**src/rtl/dmem_port_arbiter_if.sv**
```systemverilog
// Shared data-RAM port bundle: CPU requester, debug/loader requester and the RAM side.
// The arbiter connects through the slave modport; the master modport is the client/RAM environment.
interface dmem_port_arbiter_if;
  logic [31:0] cpu_address;
  logic        cpu_read;
  logic        cpu_write;
  logic [31:0] cpu_writedata;
  logic [31:0] cpu_readdata;
  logic        cpu_waitrequest;

  logic [31:0] dbg_address;
  logic        dbg_read;
  logic        dbg_write;
  logic [31:0] dbg_writedata;
  logic        dbg_waitrequest;
  logic [31:0] dbg_readdata;
  logic        dbg_rvalid;

  logic [31:0] mem_address;
  logic [31:0] mem_writedata;
  logic        mem_read;
  logic        mem_write;
  logic [31:0] mem_readdata;

  modport slave (
    input  cpu_address, cpu_read, cpu_write, cpu_writedata,
    output cpu_readdata, cpu_waitrequest,
    input  dbg_address, dbg_read, dbg_write, dbg_writedata,
    output dbg_waitrequest, dbg_readdata, dbg_rvalid,
    output mem_address, mem_writedata, mem_read, mem_write,
    input  mem_readdata
  );

  modport master (
    output cpu_address, cpu_read, cpu_write, cpu_writedata,
    input  cpu_readdata, cpu_waitrequest,
    output dbg_address, dbg_read, dbg_write, dbg_writedata,
    input  dbg_waitrequest, dbg_readdata, dbg_rvalid,
    input  mem_address, mem_writedata, mem_read, mem_write,
    output mem_readdata
  );
endinterface

```
**src/rtl/dmem_port_arbiter.sv**
```systemverilog
// Two-port arbiter for a single-cycle data RAM: CPU normally wins, a starved debug port
// gets priority after MAX_WAIT (legal 1..15) consecutive denied cycles.
//
// state   | meaning
// PRI_CPU | CPU wins a collision; debug denials are counted in starve_cnt
// PRI_DBG | debug wins a collision; left after any debug grant or idle debug cycle
module dmem_port_arbiter #(
  parameter int MAX_WAIT = 3
) (
  input  logic             clk,
  input  logic             reset,
  dmem_port_arbiter_if.slave bus
);

  typedef enum logic {
    PRI_CPU = 1'b0,
    PRI_DBG = 1'b1
  } state_t;

  localparam logic [3:0] MAX_WAIT_C = 4'(MAX_WAIT);

  state_t     state;
  state_t     state_nxt;
  logic [3:0] starve_cnt;
  logic [3:0] starve_nxt;

  logic cpu_req;
  logic dbg_req;
  logic cpu_grant;
  logic dbg_grant;
  logic dbg_rd_grant;

  assign cpu_req = bus.cpu_read | bus.cpu_write;
  assign dbg_req = bus.dbg_read | bus.dbg_write;

  always_ff @(posedge clk or negedge reset) begin
    if (!reset) begin
      state      <= PRI_CPU;
      starve_cnt <= 4'd0;
    end else begin
      state      <= state_nxt;
      starve_cnt <= starve_nxt;
    end
  end

  always_comb begin
    starve_nxt = starve_cnt;
    if (dbg_grant || !dbg_req) begin
      starve_nxt = 4'd0;
    end else if (starve_cnt >= MAX_WAIT_C) begin
      starve_nxt = MAX_WAIT_C;
    end else begin
      starve_nxt = starve_cnt + 4'd1;
    end

    state_nxt = state;
    case (state)
      PRI_CPU: if (starve_nxt == MAX_WAIT_C) state_nxt = PRI_DBG;
      PRI_DBG: if (dbg_grant || !dbg_req) state_nxt = PRI_CPU;
      default: state_nxt = PRI_CPU;
    endcase
  end

  always_comb begin
    cpu_grant = 1'b0;
    dbg_grant = 1'b0;
    case (state)
      PRI_DBG: begin
        dbg_grant = dbg_req;
        cpu_grant = cpu_req & ~dbg_req;
      end
      default: begin
        cpu_grant = cpu_req;
        dbg_grant = dbg_req & ~cpu_req;
      end
    endcase

    // A simultaneous read+write strobe is issued as a write only.
    bus.mem_address   = 32'd0;
    bus.mem_writedata = 32'd0;
    bus.mem_read      = 1'b0;
    bus.mem_write     = 1'b0;
    if (cpu_grant) begin
      bus.mem_address   = bus.cpu_address;
      bus.mem_writedata = bus.cpu_writedata;
      bus.mem_read      = bus.cpu_read & ~bus.cpu_write;
      bus.mem_write     = bus.cpu_write;
    end else if (dbg_grant) begin
      bus.mem_address   = bus.dbg_address;
      bus.mem_writedata = bus.dbg_writedata;
      bus.mem_read      = bus.dbg_read & ~bus.dbg_write;
      bus.mem_write     = bus.dbg_write;
    end

    bus.cpu_waitrequest = cpu_req & ~cpu_grant;
    bus.dbg_waitrequest = dbg_req & ~dbg_grant;
    bus.cpu_readdata    = (cpu_grant && bus.cpu_read && !bus.cpu_write) ? bus.mem_readdata : 32'd0;
  end

  assign dbg_rd_grant = dbg_grant & bus.dbg_read & ~bus.dbg_write;

  // Debug read data is registered so the loader sees it one cycle after its grant.
  always_ff @(posedge clk or negedge reset) begin
    if (!reset) begin
      bus.dbg_readdata <= 32'd0;
      bus.dbg_rvalid   <= 1'b0;
    end else begin
      bus.dbg_rvalid <= dbg_rd_grant;
      if (dbg_rd_grant) bus.dbg_readdata <= bus.mem_readdata;
    end
  end

endmodule

```
**src/flat_wrapper.sv**
```systemverilog
// flat-port wrapper written by rule: the top's interface ports become plain ports
module dmem_port_arbiter_flat 
#(
  parameter int MAX_WAIT = 3
)
  (clk, reset, bus_cpu_address, bus_cpu_read, bus_cpu_write, bus_cpu_writedata, bus_cpu_readdata, bus_cpu_waitrequest, bus_dbg_address, bus_dbg_read, bus_dbg_write, bus_dbg_writedata, bus_dbg_waitrequest, bus_dbg_readdata, bus_dbg_rvalid, bus_mem_address, bus_mem_writedata, bus_mem_read, bus_mem_write, bus_mem_readdata);
  dmem_port_arbiter_if bus_i ();
  input  logic clk;
  input  logic reset;
  input wire logic [$bits(bus_i.cpu_address)-1:0] bus_cpu_address;
  input wire logic [$bits(bus_i.cpu_read)-1:0] bus_cpu_read;
  input wire logic [$bits(bus_i.cpu_write)-1:0] bus_cpu_write;
  input wire logic [$bits(bus_i.cpu_writedata)-1:0] bus_cpu_writedata;
  output wire logic [$bits(bus_i.cpu_readdata)-1:0] bus_cpu_readdata;
  output wire logic [$bits(bus_i.cpu_waitrequest)-1:0] bus_cpu_waitrequest;
  input wire logic [$bits(bus_i.dbg_address)-1:0] bus_dbg_address;
  input wire logic [$bits(bus_i.dbg_read)-1:0] bus_dbg_read;
  input wire logic [$bits(bus_i.dbg_write)-1:0] bus_dbg_write;
  input wire logic [$bits(bus_i.dbg_writedata)-1:0] bus_dbg_writedata;
  output wire logic [$bits(bus_i.dbg_waitrequest)-1:0] bus_dbg_waitrequest;
  output wire logic [$bits(bus_i.dbg_readdata)-1:0] bus_dbg_readdata;
  output wire logic [$bits(bus_i.dbg_rvalid)-1:0] bus_dbg_rvalid;
  output wire logic [$bits(bus_i.mem_address)-1:0] bus_mem_address;
  output wire logic [$bits(bus_i.mem_writedata)-1:0] bus_mem_writedata;
  output wire logic [$bits(bus_i.mem_read)-1:0] bus_mem_read;
  output wire logic [$bits(bus_i.mem_write)-1:0] bus_mem_write;
  input wire logic [$bits(bus_i.mem_readdata)-1:0] bus_mem_readdata;
  assign bus_i.cpu_address = bus_cpu_address;
  assign bus_i.cpu_read = bus_cpu_read;
  assign bus_i.cpu_write = bus_cpu_write;
  assign bus_i.cpu_writedata = bus_cpu_writedata;
  assign bus_cpu_readdata = bus_i.cpu_readdata;
  assign bus_cpu_waitrequest = bus_i.cpu_waitrequest;
  assign bus_i.dbg_address = bus_dbg_address;
  assign bus_i.dbg_read = bus_dbg_read;
  assign bus_i.dbg_write = bus_dbg_write;
  assign bus_i.dbg_writedata = bus_dbg_writedata;
  assign bus_dbg_waitrequest = bus_i.dbg_waitrequest;
  assign bus_dbg_readdata = bus_i.dbg_readdata;
  assign bus_dbg_rvalid = bus_i.dbg_rvalid;
  assign bus_mem_address = bus_i.mem_address;
  assign bus_mem_writedata = bus_i.mem_writedata;
  assign bus_mem_read = bus_i.mem_read;
  assign bus_mem_write = bus_i.mem_write;
  assign bus_i.mem_readdata = bus_mem_readdata;
  dmem_port_arbiter #(.MAX_WAIT(MAX_WAIT)) u_core (.clk(clk), .reset(reset), .bus(bus_i));
endmodule
```
**config.mk**
```make
export PLATFORM = sky130hd
export DESIGN_NAME = dmem_port_arbiter_flat
export DESIGN_NICKNAME = d
export VERILOG_FILES = /design/src/rtl/dmem_port_arbiter_if.sv /design/src/rtl/dmem_port_arbiter.sv /design/src/flat_wrapper.sv
export SDC_FILE = /design/constraint.sdc
export NUM_CORES = 1
export LEC_CHECK = 0
export ABC_AREA = 1
export CAP_MARGIN = 20
export CORE_AREA = 2 2 116 118
export CTS_BUF_LIST = sky130_fd_sc_hd__clkbuf_16
export DETAILED_ROUTE_END_ITERATION = 16
export DIE_AREA = 0 0 118 120
export HOLD_SLACK_MARGIN = 0.1
export SLEW_MARGIN = 20
export SYNTH_ARGS = -nofsm -noshare
export SYNTH_HDL_FRONTEND = slang
export SYNTH_SLANG_ARGS = --single-unit
```
**constraint.sdc**
```tcl
create_clock -name clk -period 2.7 [get_ports clk]
set_clock_uncertainty 0.1 [all_clocks]
set_input_delay 0.81 -clock clk [delete_from_list [all_inputs] [get_ports clk]]
set_output_delay 0.81 -clock clk [all_outputs]
set_load 0.005 [all_outputs]
```
==> results of run 1 <==
==> layer usage <==
layer | vias up | track usage (%) | share of wire, %
li1 | 2107 | - | -
met1 | 2046 | 27.3 | 38
met2 | 215 | 42.2 | 51
met3 | 18 | 7.75 | 9.7
met4 | 0 | 5.65 | 1.9
met5 | - | 0 | 0
==> area by class of cell <==
type,instances,area share [%]
Clock buffer,5,1.75
Clock inverter,3,0.962
Inverter,42,2.48
Multi-Input combinational cell,343,28.0
Sequential cell,38,13.3
Tap cell,176,3.08
Timing Repair Buffer,376,50.4
==> path summary, 6_finish.rpt <==
path                                          endpoint                        start
hold / removal             u_core.bus.dbg_readdata[19]  u_core.bus.dbg_readdata[19]
hold reg to reg            u_core.bus.dbg_readdata[19]  u_core.bus.dbg_readdata[19]
setup reg to reg           u_core.bus.dbg_readdata[20]                 u_core.state
max in group asynchronous   u_core.bus.dbg_readdata[5]                        reset
min in group asynchronous  u_core.bus.dbg_readdata[28]                        reset
setup / recovery                  bus_cpu_readdata[19]                 bus_dbg_read
==> logic make-up after synthesis <==
| group | share of synthesized area, % |
|---|---|
| simple gates | 52.8 |
| flops | 34.8 |
| compound gates | 0.183 |
| other cells | 0.137 |
| buf+inv | 11.7 |
| fa+ha+maj | 0.457 |
==> state kept, by name (all words and copies together) (netlist names) <==
name / count
u_core.bus.dbg_rvalid: 1
u_core.bus.dbg_readdata: 32
u_core.starve_cnt: 4
u_core.state: 1
==> worst min-delay path: cells and delay by family (launching register included) <==
family	cells	cell delay, ns
flops	1	0.34
simple gates	2	0.10
==> power by group through the flow <==
stage	Sequential [mW]	Clock, mW	Combinational, mW
floorplan	0.807	0	0.492
global placement	0.793	0	1.64
detailed placement	0.801	0	1.64
CTS	0.800	0.777	1.84
global route	0.818	0.802	2.10
finish	0.798	0.759	1.96
==> through the flow <==
stage | cell area (sq um) | total power, mW
finish | 7150 | 3.51
global route | 7150 | 3.72
CTS | 6690 | 3.41
detailed placement | 6170 | 2.45
global placement | 6170 | 2.43
floorplan | 2740 | 1.30
==> placed cells by master (no fill, tap or decap) <==
cell type / netlist / final
clkdlybuf4s50_1: 0 / 193
nand2_1: 194 / 119
nand3_1: 99 / 91
buf_2: 27 / 83
nand2_2: 4 / 57
buf_4: 2 / 43
inv_1: 38 / 38
dfrtp_1: 38 / 38
buf_6: 0 / 24
nand2_4: 0 / 20
nor2_4: 2 / 19
nor2_2: 0 / 17
buf_12: 0 / 16
clkbuf_16: 0 / 10
nand3_2: 0 / 7
buf_8: 0 / 6
buf_16: 0 / 4
nor2_1: 37 / 3
inv_8: 0 / 2
nand2_8: 0 / 2
inv_4: 0 / 2
bufinv_16: 0 / 2
clkdlybuf4s15_1: 0 / 2
conb_1: 1 / 2
and3_1: 1 / 1
nand3b_1: 1 / 1
nor2_8: 1 / 1
nand3_4: 0 / 1
o21ai_2: 0 / 1
ha_1: 1 / 1
clkinv_4: 0 / 1
==> repair_timing <==
action	CTS	global route
cloned	11	5
endpoints found under the setup margin	100	99
buffers inserted	23	8
gates resized for setup	515	130
pin swaps	8	15
==> impl_results.md, run 1 <==
* Sw Pwr at between 1 and 1.5 mW
* # Max-Cap Violations at 0
* Max-slew violation count at 0
* Critical path capture point type: output pin
* Aggregate global routing overflow at 0
* Crit Path Max Fanout at 8
* Max incr delay on CP at 0.17 ns
* Area growth, synth to finish at 162%
* Setup CP Type: primary input to output pin
* Slowest cell on crit path: buf_6
* TritonCTS Sinks at 38
* Register area at 951 sq um
* Non-Filler Instances at a little under 1000
* Count of input and output buffers at just under 300
* Via count at ~4400
* Initial core utilization at 21.1%
* YS warnings at 0
* TritonCTS buffer count at 5
* Post-synth EDFFs at 0
* Failing checks: negative setup slack
* RSZ-0062 raised after global routing: true
* Fraction of layout cells with a size suffix above 1 at 39.4%
* Lkg Pwr at roughly 3.7 nW
* Area share of the largest cell type after synthesis at about a third
* Post-DP HPWL at 12300 um
* Horiz. Die Dim at 118 um
* Syn_area_per_cell at approximately 6 sq um
* Final Util at 55.1%
* Hold Violations, Final at 0
* Hold-fix buffers, CTS at 0
* Largest net degree at the start of global routing at 39
* Reg clk slew, reported paths at 0.06 ns
* Slew @ Worst Pin at about 0.87 ns
* Final Setup Violations at 50
* Worst Setup Slack, final at -0.0771 ns
* Clk root buf: clkbuf_16
* Most common flop cell mapped by yosys: dfrtp_1
* Critical Path RT at 1.79 ns
* CORE AREA at between 10000 and 15000 sq um
* 1st-iter DRT viols at between 200 and 250
* Htree depth at 2
* R2R cell count at 6
* P_int at around 2.3 mW
* Clock power frac at between 20% and 30%
* IO Pins at 299
* Pre-antenna DRT Iters at 5
* Post-route DRC at 0
* Cell Chain, Critical Path: buf_8 > inv_8 > nand2_8 > buf_6 > nand2_8 > nand3b_1 > buf_6 > buf_16 > nor2_4 > buf_2
* Deepest clock path buffer count at 2
* Global Route Usage Sum at between 20% and 30%
* Syn Inst Count at around 450
* Flop and latch count out of synthesis at 38
* Synth top cells by count: nand2_1 (194), nand3_1 (99), dfrtp_1 (38), inv_1 (38), nor2_1 (37)
* Ys async rst share at 100%
* Max Fclk at between 300 and 400 MHz
* Sequential share of power at 22.7%
* Power per Cell Area at 491 nW/um^2
* Worst slew margin at 42.3%
* Most frequent cell after synthesis: nand2_1
* Worst hold path type: flop to flop
* Status: complete, but fails checks
* Sequential share of the synthesized area at about a third
* Pre-CTS WS at -0.908 ns
* Largest area contributor in the netlist: dfrtp_1
* First-pass GRT wire length at approximately 26000 um
* Sum Neg Setup Slack at -2.30 ns
* RePlAce Congestion at roughly 0.94
* DP Cell Count at between 900 and 1000
* Routed wire length per instance at about 18 um
* Critical Path Source Type: primary input
* Area contributors post-synth: dfrtp_1 (35%), nand2_1 (27%), nand3_1 (18%)
* Row count at 42
* Minimum clock period at roughly 2.8 ns
* Worst Hold Depth at 2
* Antenna Nets Post-Route at 0
* Netlist cell types at 17
* Cell Area, Synth at 2740 sq um
* Initial antenna violation count at 0
* Worst Path Arrival at between 1.5 and 2 ns
* Vias in the first global route at 4376
* CP top delay family: buffers and inverters
* DIE AREA at roughly 14000 sq um
* Worst path bufs/invs at 6
* Die height at roughly 120 um
* Fin Hold WS at roughly 0.37 ns
* CTS tree: done
* Inserted Diodes at 0
* WL final at between 15000 and 20000 um
* WP depth at 10
* Multi-input gate area at approximately 2000 sq um
* Post-DR vias/cell at ~4.5
* Maximum vdd drop at between 300 and 400 uV
* Clock Latency Late Sink at about 0.27 ns
* Net Sw Frac at 33.3%
* Nets at ~970
* Fill cells at roughly 1300
* Final Cycle Share at 103%
* Comb pwr share at between 50 and 60%
* Worst R2R Setup Slack at around 1.3 ns
Note: power is estimated with default switching activity, not from simulation.
==> run 2: changes to the inputs <==
Settings changed: ABC_CLOCK_PERIOD_IN_PS from default to 2700.
==> results of run 2 <==
Same layout as run 1: the final DEF is identical, and so are final timing and power.
